$ cat config.mk
export PLATFORM = sky130hd
export DESIGN_NAME = scoreboard_input_conditioner
export DESIGN_NICKNAME = d
export VERILOG_FILES = /design/src/rtl/scoreboard_input_conditioner.sv
export SDC_FILE = /design/constraint.sdc
export NUM_CORES = 1
export LEC_CHECK = 0
export CAP_MARGIN = 25
export CORE_MARGIN = 3
export CORE_UTILIZATION = 45
export CTS_BUF_LIST = sky130_fd_sc_hd__clkbuf_4 sky130_fd_sc_hd__clkbuf_8 sky130_fd_sc_hd__clkbuf_16
export CTS_CLUSTER_SIZE = 30
export DETAILED_ROUTE_END_ITERATION = 8
export PLACE_DENSITY = 0.59
export SLEW_MARGIN = 40
export SYNTH_ARGS = -nofsm -noshare
export SYNTH_HDL_FRONTEND = slang
export SYNTH_SLANG_ARGS = --single-unit
$ cat constraint.sdc
create_clock -name clock -period 3.9 [get_ports clock]
set_input_delay 0.39 -clock clock [delete_from_list [all_inputs] [get_ports clock]]
set_output_delay 0.39 -clock clock [all_outputs]
set_load 0.03 [all_outputs]
$ cat src/rtl/scoreboard_input_conditioner.sv
// scoreboard_input_conditioner
// Synchronizes and debounces the raw scoreboard buttons. It converts presses
// into stretched point/reset pulses and into team/pause levels for the
// seven-segment scoreboard controller.
// Optional feature macro: SB_PAUSE_TOGGLE_EN. When it is defined, pause toggles
// on each press. When it is undefined, pause follows the debounced button level.
module scoreboard_input_conditioner #(
  parameter int unsigned DEBOUNCE_CYCLES = 1_000_000,
  parameter int unsigned PULSE_LEN       = 2_000_000
) (
  input  logic clock,
  input  logic reset,
  input  logic btn_one,
  input  logic btn_two,
  input  logic btn_three,
  input  logic btn_team,
  input  logic btn_pause,
  input  logic btn_clr_pts,
  input  logic btn_clr_time,
  output logic one_point,
  output logic two_point,
  output logic three_point,
  output logic team,
  output logic pause,
  output logic reset_points,
  output logic reset_score
);

  localparam int unsigned NB        = 7;
  localparam int unsigned I_ONE     = 0;
  localparam int unsigned I_TWO     = 1;
  localparam int unsigned I_THREE   = 2;
  localparam int unsigned I_TEAM    = 3;
  localparam int unsigned I_PAUSE   = 4;
  localparam int unsigned I_CLR_PTS = 5;
  localparam int unsigned I_CLR_TIM = 6;

  localparam int unsigned DCW = (DEBOUNCE_CYCLES > 2) ? $clog2(DEBOUNCE_CYCLES) : 1;
  localparam int unsigned PCW = $clog2(PULSE_LEN + 1);

  localparam logic [DCW-1:0] DB_LAST    = DCW'(DEBOUNCE_CYCLES - 1);
  localparam logic [DCW-1:0] DB_ONE     = DCW'(1);
  localparam logic [PCW-1:0] PULSE_LOAD = PCW'(PULSE_LEN);
  localparam logic [PCW-1:0] PULSE_ONE  = PCW'(1);

  typedef enum logic {
    PT_IDLE,
    PT_PULSE
  } pt_state_e;

  logic [NB-1:0]  raw;
  logic [NB-1:0]  sync1_q, sync1_d;
  logic [NB-1:0]  sync2_q, sync2_d;
  logic [NB-1:0]  stable_q, stable_d;
  logic [NB-1:0]  ev_q, ev_d;
  logic [DCW-1:0] db_cnt_q [NB];
  logic [DCW-1:0] db_cnt_d [NB];

  pt_state_e      pt_state_q, pt_state_d;
  logic [PCW-1:0] pt_cnt_q, pt_cnt_d;
  logic           one_q, one_d;
  logic           two_q, two_d;
  logic           three_q, three_d;
  logic           team_q, team_d;
  logic           team_pending_q, team_pending_d;
  logic           pt_accept;

  logic [PCW-1:0] rp_cnt_q, rp_cnt_d;
  logic [PCW-1:0] rs_cnt_q, rs_cnt_d;
  logic           rp_q, rp_d;
  logic           rs_q, rs_d;

  assign raw = {btn_clr_time, btn_clr_pts, btn_pause, btn_team,
                btn_three, btn_two, btn_one};

  // Synchronizer stages and per-input debounce rule with rising-edge detect
  always_comb begin
    sync1_d  = raw;
    sync2_d  = sync1_q;
    stable_d = stable_q;
    for (int unsigned i = 0; i < NB; i++) begin
      db_cnt_d[i] = '0;
      if (sync2_q[i] != stable_q[i]) begin
        if (db_cnt_q[i] == DB_LAST) begin
          stable_d[i] = sync2_q[i];
        end else begin
          db_cnt_d[i] = db_cnt_q[i] + DB_ONE;
        end
      end
    end
    ev_d = stable_d & ~stable_q;
  end

  // Input path registers: synchronizers, debounce state and event flops
  always_ff @(posedge clock or negedge reset) begin
    if (!reset) begin
      sync1_q  <= '0;
      sync2_q  <= '0;
      stable_q <= '0;
      ev_q     <= '0;
      for (int unsigned i = 0; i < NB; i++) begin
        db_cnt_q[i] <= '0;
      end
    end else begin
      sync1_q  <= sync1_d;
      sync2_q  <= sync2_d;
      stable_q <= stable_d;
      ev_q     <= ev_d;
      for (int unsigned i = 0; i < NB; i++) begin
        db_cnt_q[i] <= db_cnt_d[i];
      end
    end
  end

  // Score-clear and time-reset stretchers; output is high while the count is non-zero
  always_comb begin
    rp_cnt_d = rp_cnt_q;
    if (rp_cnt_q == '0) begin
      if (ev_q[I_CLR_PTS]) rp_cnt_d = PULSE_LOAD;
    end else begin
      rp_cnt_d = rp_cnt_q - PULSE_ONE;
    end
    rs_cnt_d = rs_cnt_q;
    if (rs_cnt_q == '0) begin
      if (ev_q[I_CLR_TIM]) rs_cnt_d = PULSE_LOAD;
    end else begin
      rs_cnt_d = rs_cnt_q - PULSE_ONE;
    end
    rp_d = (rp_cnt_d != '0);
    rs_d = (rs_cnt_d != '0);
  end

  // Reset-pulse registers
  always_ff @(posedge clock or negedge reset) begin
    if (!reset) begin
      rp_cnt_q <= '0;
      rs_cnt_q <= '0;
      rp_q     <= 1'b0;
      rs_q     <= 1'b0;
    end else begin
      rp_cnt_q <= rp_cnt_d;
      rs_cnt_q <= rs_cnt_d;
      rp_q     <= rp_d;
      rs_q     <= rs_d;
    end
  end

  // Point FSM next state, priority select, clear override and deferred team toggle
  always_comb begin
    pt_state_d     = pt_state_q;
    pt_cnt_d       = pt_cnt_q;
    one_d          = one_q;
    two_d          = two_q;
    three_d        = three_q;
    team_d         = team_q;
    team_pending_d = team_pending_q;
    pt_accept      = (ev_q[I_ONE] | ev_q[I_TWO] | ev_q[I_THREE]) &
                     ~ev_q[I_CLR_PTS] & ~rp_q;

    case (pt_state_q)
      PT_IDLE: begin
        if (pt_accept) begin
          pt_state_d = PT_PULSE;
          pt_cnt_d   = PULSE_LOAD;
          three_d    = ev_q[I_THREE];
          two_d      = ev_q[I_TWO] & ~ev_q[I_THREE];
          one_d      = ev_q[I_ONE] & ~ev_q[I_TWO] & ~ev_q[I_THREE];
        end
      end
      PT_PULSE: begin
        if (pt_cnt_q == PULSE_ONE) begin
          pt_state_d = PT_IDLE;
          pt_cnt_d   = '0;
          one_d      = 1'b0;
          two_d      = 1'b0;
          three_d    = 1'b0;
        end else begin
          pt_cnt_d = pt_cnt_q - PULSE_ONE;
        end
      end
      default: begin
        pt_state_d = PT_IDLE;
        pt_cnt_d   = '0;
        one_d      = 1'b0;
        two_d      = 1'b0;
        three_d    = 1'b0;
      end
    endcase

    if (ev_q[I_CLR_PTS]) begin
      pt_state_d = PT_IDLE;
      pt_cnt_d   = '0;
      one_d      = 1'b0;
      two_d      = 1'b0;
      three_d    = 1'b0;
    end

    // In IDLE, a pending toggle and a fresh event cancel each other, as they do in PULSE
    if (pt_state_q == PT_IDLE) begin
      team_d         = team_q ^ team_pending_q ^ ev_q[I_TEAM];
      team_pending_d = 1'b0;
    end else begin
      team_pending_d = team_pending_q ^ ev_q[I_TEAM];
    end
  end

  // Point FSM state, counter and registered outputs
  always_ff @(posedge clock or negedge reset) begin
    if (!reset) begin
      pt_state_q     <= PT_IDLE;
      pt_cnt_q       <= '0;
      one_q          <= 1'b0;
      two_q          <= 1'b0;
      three_q        <= 1'b0;
      team_q         <= 1'b0;
      team_pending_q <= 1'b0;
    end else begin
      pt_state_q     <= pt_state_d;
      pt_cnt_q       <= pt_cnt_d;
      one_q          <= one_d;
      two_q          <= two_d;
      three_q        <= three_d;
      team_q         <= team_d;
      team_pending_q <= team_pending_d;
    end
  end

`ifdef SB_PAUSE_TOGGLE_EN
  logic pause_q, pause_d;

  // Pause toggles on every debounced press
  always_comb begin
    pause_d = pause_q ^ ev_q[I_PAUSE];
  end

  // Pause toggle register
  always_ff @(posedge clock or negedge reset) begin
    if (!reset) pause_q <= 1'b0;
    else        pause_q <= pause_d;
  end

  assign pause = pause_q;
`else
  logic pause_ev_unused;
  assign pause_ev_unused = ev_q[I_PAUSE];
  assign pause           = stable_q[I_PAUSE];
`endif

  assign one_point    = one_q;
  assign two_point    = two_q;
  assign three_point  = three_q;
  assign team         = team_q;
  assign reset_points = rp_q;
  assign reset_score  = rs_q;

endmodule
Yosys cells after proc, flatten, opt, wreduce, memory -nomap -nowiden
Cells that the tools add are included.

storage, ports and cells
  register bits after elaboration = 239
  input bits = 9
  output and inout bits = 7

operators by class
  add/sub/neg operators = 10
  eq/ne operators = 17
  mux-type cells = 51
  bitwise logic cells = 17
  reductions and logical operators = 5

operators by type and width
  cell                     number
  $mux W20                 14
  $mux W21                 7
  $add A20 B1 Y20 const B  7
  $eq A20 B20 Y1 const B   7
  $sub A21 B1 Y21 const B  3
  $logic_not A21 Y1        2
  $pmux W21 S2             1
  $reduce_bool A21 Y1      2
  $mux W1                  25
  $eq A21 B1 Y1 const B    1
  $pmux W1 S2              4
  $and A7 B7 Y7            1
  $ne A1 B1 Y1             7
  $not A7 Y7               1
  $and A1 B1 Y1            5
  $not A1 Y1               5
  $ne A3 B2 Y1 const B     1
  $ne A3 B3 Y1 const B     1
  $xor A1 B1 Y1            3
  $or A1 B1 Y1             2
  $reduce_and A2 Y1        1

Longest topological paths before layout
  depth in word-level cells = 7
  depth in mapped cells = 11
  gate-level depth less buffers = 9

Worst setup path after synthesis
OpenSTA, ideal clock, no wires.

  kind = register -> register
  from = register rp_cnt_q[0]
  to = register rp_q (netlist: reset_points)
  arrival = 2.846 ns
  setup slack = 0.922 ns
  cell stages (with the launch flop) = 11
  buffers on the path = 1
  path through = dfrtp_1 > inv_1 > ha_1 > buf_6 > nor4b_1 > nand4_1 > nor3_1 > mux2_2 > or4_1 > or4_1 > nand3b_1

between the ends
  longest elaborated chain between the ends = 3
  elaborated cells on any way between the ends = 5
  those cells by class = 1 x add/sub; 2 x mux; 2 x reduce/logical

ends and longest elaborated chain
  item                                                         RTL line  text
  start: declaration                                           68        logic [PCW-1:0] rp_cnt_q, rp_cnt_d;
  start signal: assignment                                     141       rp_cnt_q <= rp_cnt_d;
  $sub A21 B1 Y21 / $logic_not A21 Y1 (equally long branches)  121, 118
  $mux W21 *                                                   118       if (rp_cnt_q == '0) begin
  net rp_cnt_d[18]                                             68
  $reduce_bool A21 Y1 *                                        129       rp_d = (rp_cnt_d != '0);
  net rp_d                                                     70        logic rp_q, rp_d;
  end signal: assignment                                       143       rp_q <= rp_d;
  end: declaration                                             70

Mark *: on every way through the listed nets, which the timed path passes. The rest lies on a longest branch.
A chain may end at the register's enable or synchronous reset.

Final worst setup path
Ends and elaborated chain as after synthesis.

==> impl_metrics.toml <==
[outcome]
status = "completed"

[drt]
wl_per_cell_microns = 14.0
drt-initial-drc-count = 506
via_count = 8152
drc = 0
drt_wl_total_mm = 21.1
drtPass1Iterations = 4
ant_nets = 0
via_per_inst = 5.41

[power]
power_mw = 5.30
p_seq_frac = 0.474
clkPwrFrac = 0.503
intPower_mw = 4.22
swShare = 0.205
power.density_nw_per_um2 = 413
ir_drop_uv = 320
switchingPower_mw = 1.09
p_leak_nw = 5.89
p_comb_frac = 0.023

[sta]
fin_crit_ns = 3.37
fin_skew_ns = 0.0133
final_max_slew_viol_count = 0
fin_setup_tns_ns = 0
rsz0062_at_grt = "false"
fin_crit_sh = 0.865
worst_slew_pin_slew_ns = 0.735
hold_viol = 0
setup_viol = 0
fmax_ghz = 0.296
slew_headroom = 0.510

[synthesis]
synth_top_area_frac = 0.524
seq_area_frac_synth = 0.524
synth_warnings = 0
synthSimpleGateAreaFrac = 0.252
synth_top_family_by_area = "simple AND/OR/NAND/NOR gates"
ys_top_cells_by_area = "dfrtp_1, nor2_1, xor2_1"
synth-xor-area-share = 0.111
synth_edf_count = 0
synth-compound-area-share = 0.0693
synthFlopType = "dfrtp_1"
yosysTopAreaCell = "dfrtp_1"
ys_ff_latch = 238
postSynthAreaPerCell_sq_um = 9.94
synth_cell_types = 63
syn_nets = 1163
synth_adder_area_share = 0.0121
synth_mux_area_frac = 0.0136
synth_cells = 1143
async_flop_share = 1.00
netlist_area_sq_um = 11400

[placed_design]
place_area_sq_um = 11900
hpwl_mm = 14.0
dp.cells = 1459
gp_congestion = 0.835
port_buffers = 15

[worst_setup_path]
cpMaxStageDelayCell = "or4_1"
worstPathRequired_ns = 4.29
cp_max_fo = 9
worst-setup-path-type = "register to register"
worstPathArrival_ns = 3.76
cp_cell_sequence = "inv_1, ha_1, nor4b_1, nand4_1, nor3_1, mux2_2, or4_1, or4_1, nand3b_1"
crit_family = "simple AND/OR/NAND/NOR gates"
start_kind = "register"
critPathMaxStageDelay_ns = 0.50
critPathBufInv = 1
cp_common_cell = "or4_1"
cp-end-kind = "register"

[floorplan]
row_count = 57
io_pins = 16
initial_core_util = 0.463
fp.coreArea_sq_um = 24500
die_x_microns = 165
die_height_microns = 165
die-area_sq_um = 27200

[global_routing]
grt_overflow_total = 0
grt_max_degree = 72
grt_pass1_vias = 7833
antenna_found_initial = 0
grt_pass1_wl_mm = 37.3
grt_usage = 0.162

[clocking]
clk_path_buf_depth = 3
cts.clk_slew.worst_paths_ns = 0.06
clock_latency_ns = 0.52
htree_levels = 1
tritoncts = "yes"
cts.sinks = 238
cts_setup_buffers = 0
clock-root-buffer = "clkbuf_16"
cts_made_buffers = 26

[final_layout]
layout.nets = 1184
final_cell_mix = "dfrtp_1, nor2_1, nand2_1, xor2_1, xnor2_1"
final_common_cell = "dfrtp_1"
n_fill_cell = 2276
antenna_cells = 0
utilization = 0.524
syn_to_final_growth_pct = 13.1
fin_area_sq_um = 12800
instances_no_fill = 1507
layout-drive-gt1-share = 0.0710

[flow_run]
maxCapViolCount = 0

[min_path]
min_path_type = "input pin to register"
state kept, by name, indices dropped and copies added, names as in the netlist, named ones only:
| signal | cells |
|---|---|
| db_cnt_q | 140 |
| ev_q | 6 |
| one_point | 1 |
| pt_cnt_q | 21 |
| pt_state_q | 1 |
| reset_points | 1 |
| reset_score | 1 |
| rp_cnt_q | 21 |
| rs_cnt_q | 21 |
| stable_q | 6 |
| sync1_q | 7 |
| sync2_q | 7 |
| team | 1 |
| team_pending_q | 1 |
| three_point | 1 |
| two_point | 1 |
layout make-up:
| type | count | area, sq um | area share |
|---|---|---|---|
| clock buffers | 34 | 753 | 0.0586 |
| clock inverters | 13 | 198 | 0.0154 |
| inverters | 21 | 78.8 | 0.00614 |
| multi-input cells | 854 | 5210 | 0.405 |
| flip-flops and latches | 238 | 5960 | 0.464 |
| well taps | 324 | 405 | 0.0316 |
| repair buffers | 23 | 250 | 0.0195 |
repair_timing:
action / in CTS / in global routing
hold buffers: 1 / 0
hold endpoints to repair: 55 / 0
gates resized for setup: 0 / 0
cell usage after synthesis, drive strengths merged (7+ instances only):
cell type	number
nand3	64
nor2	179
o31ai	11
mux2	11
o41ai	7
and3	37
and4	7
nand2	85
xnor2	68
nor4b	15
nor3b	8
o21ai	52
a211oi	7
or4	14
a21oi	25
xor2	76
clkbuf	26
or3	22
nor4	22
nand4	34
inv	20
and2	10
ha	11
nor3	37
dfrtp	238
metrics by stage:
stage	worst slack (ns)	hold WS (ns)
after floorplan	0.922	0.0944
after global placement	0.631	0.334
after detailed placement	0.568	0.335
after CTS	0.544	0.282
after global routing	0.278	0.286
final	0.526	0.306
power groups by stage:
stage	combinational (mW)	clock [mW]	sequential, mW
2_1_floorplan	0.0472	0	2.56
3_3_place_gp	0.122	0	2.56
3_5_place_dp	0.126	0	2.56
4_1_cts	0.127	2.75	2.52
5_1_grt	0.142	2.85	2.52
6_report	0.120	2.67	2.52
final timing paths:
kind	start	endpoint	slack, ns	cells after the start
worst max-delay path	rp_cnt_q[0]	reset_points	0.53	9
worst min-delay path	btn_three	sync1_q[2]	0.31	1
worst max register to register	rp_cnt_q[0]	reset_points	0.53	9
worst min register to register	sync1_q[0]	sync2_q[0]	0.35	0
max in group asynchronous	reset	db_cnt_q[30]	2.42	4
min in group asynchronous	reset	pt_cnt_q[19]	0.38	2
layer usage:
metal  up-vias  wire [microns]  GRT usage
li1       4069               -          -
met1      3960           10600      0.239
met2        88            9390      0.252
met3        35             657     0.0251
met4         0             425     0.0389
met5         -               0          0
kinds of logic (layout without fill, tap and decap cells):
family / count (synthesis) / after routing
buffers and inverters: 51 / 91
multiplexers: 14 / 14
flip-flops: 238 / 238
AND/OR/NAND/NOR: 558 / 558
AO/OA/AOI/OAI: 127 / 127
XOR/XNOR: 144 / 144
adder cells (fa/ha/maj): 11 / 11
Note: power is estimated with default switching activity, not from simulation.
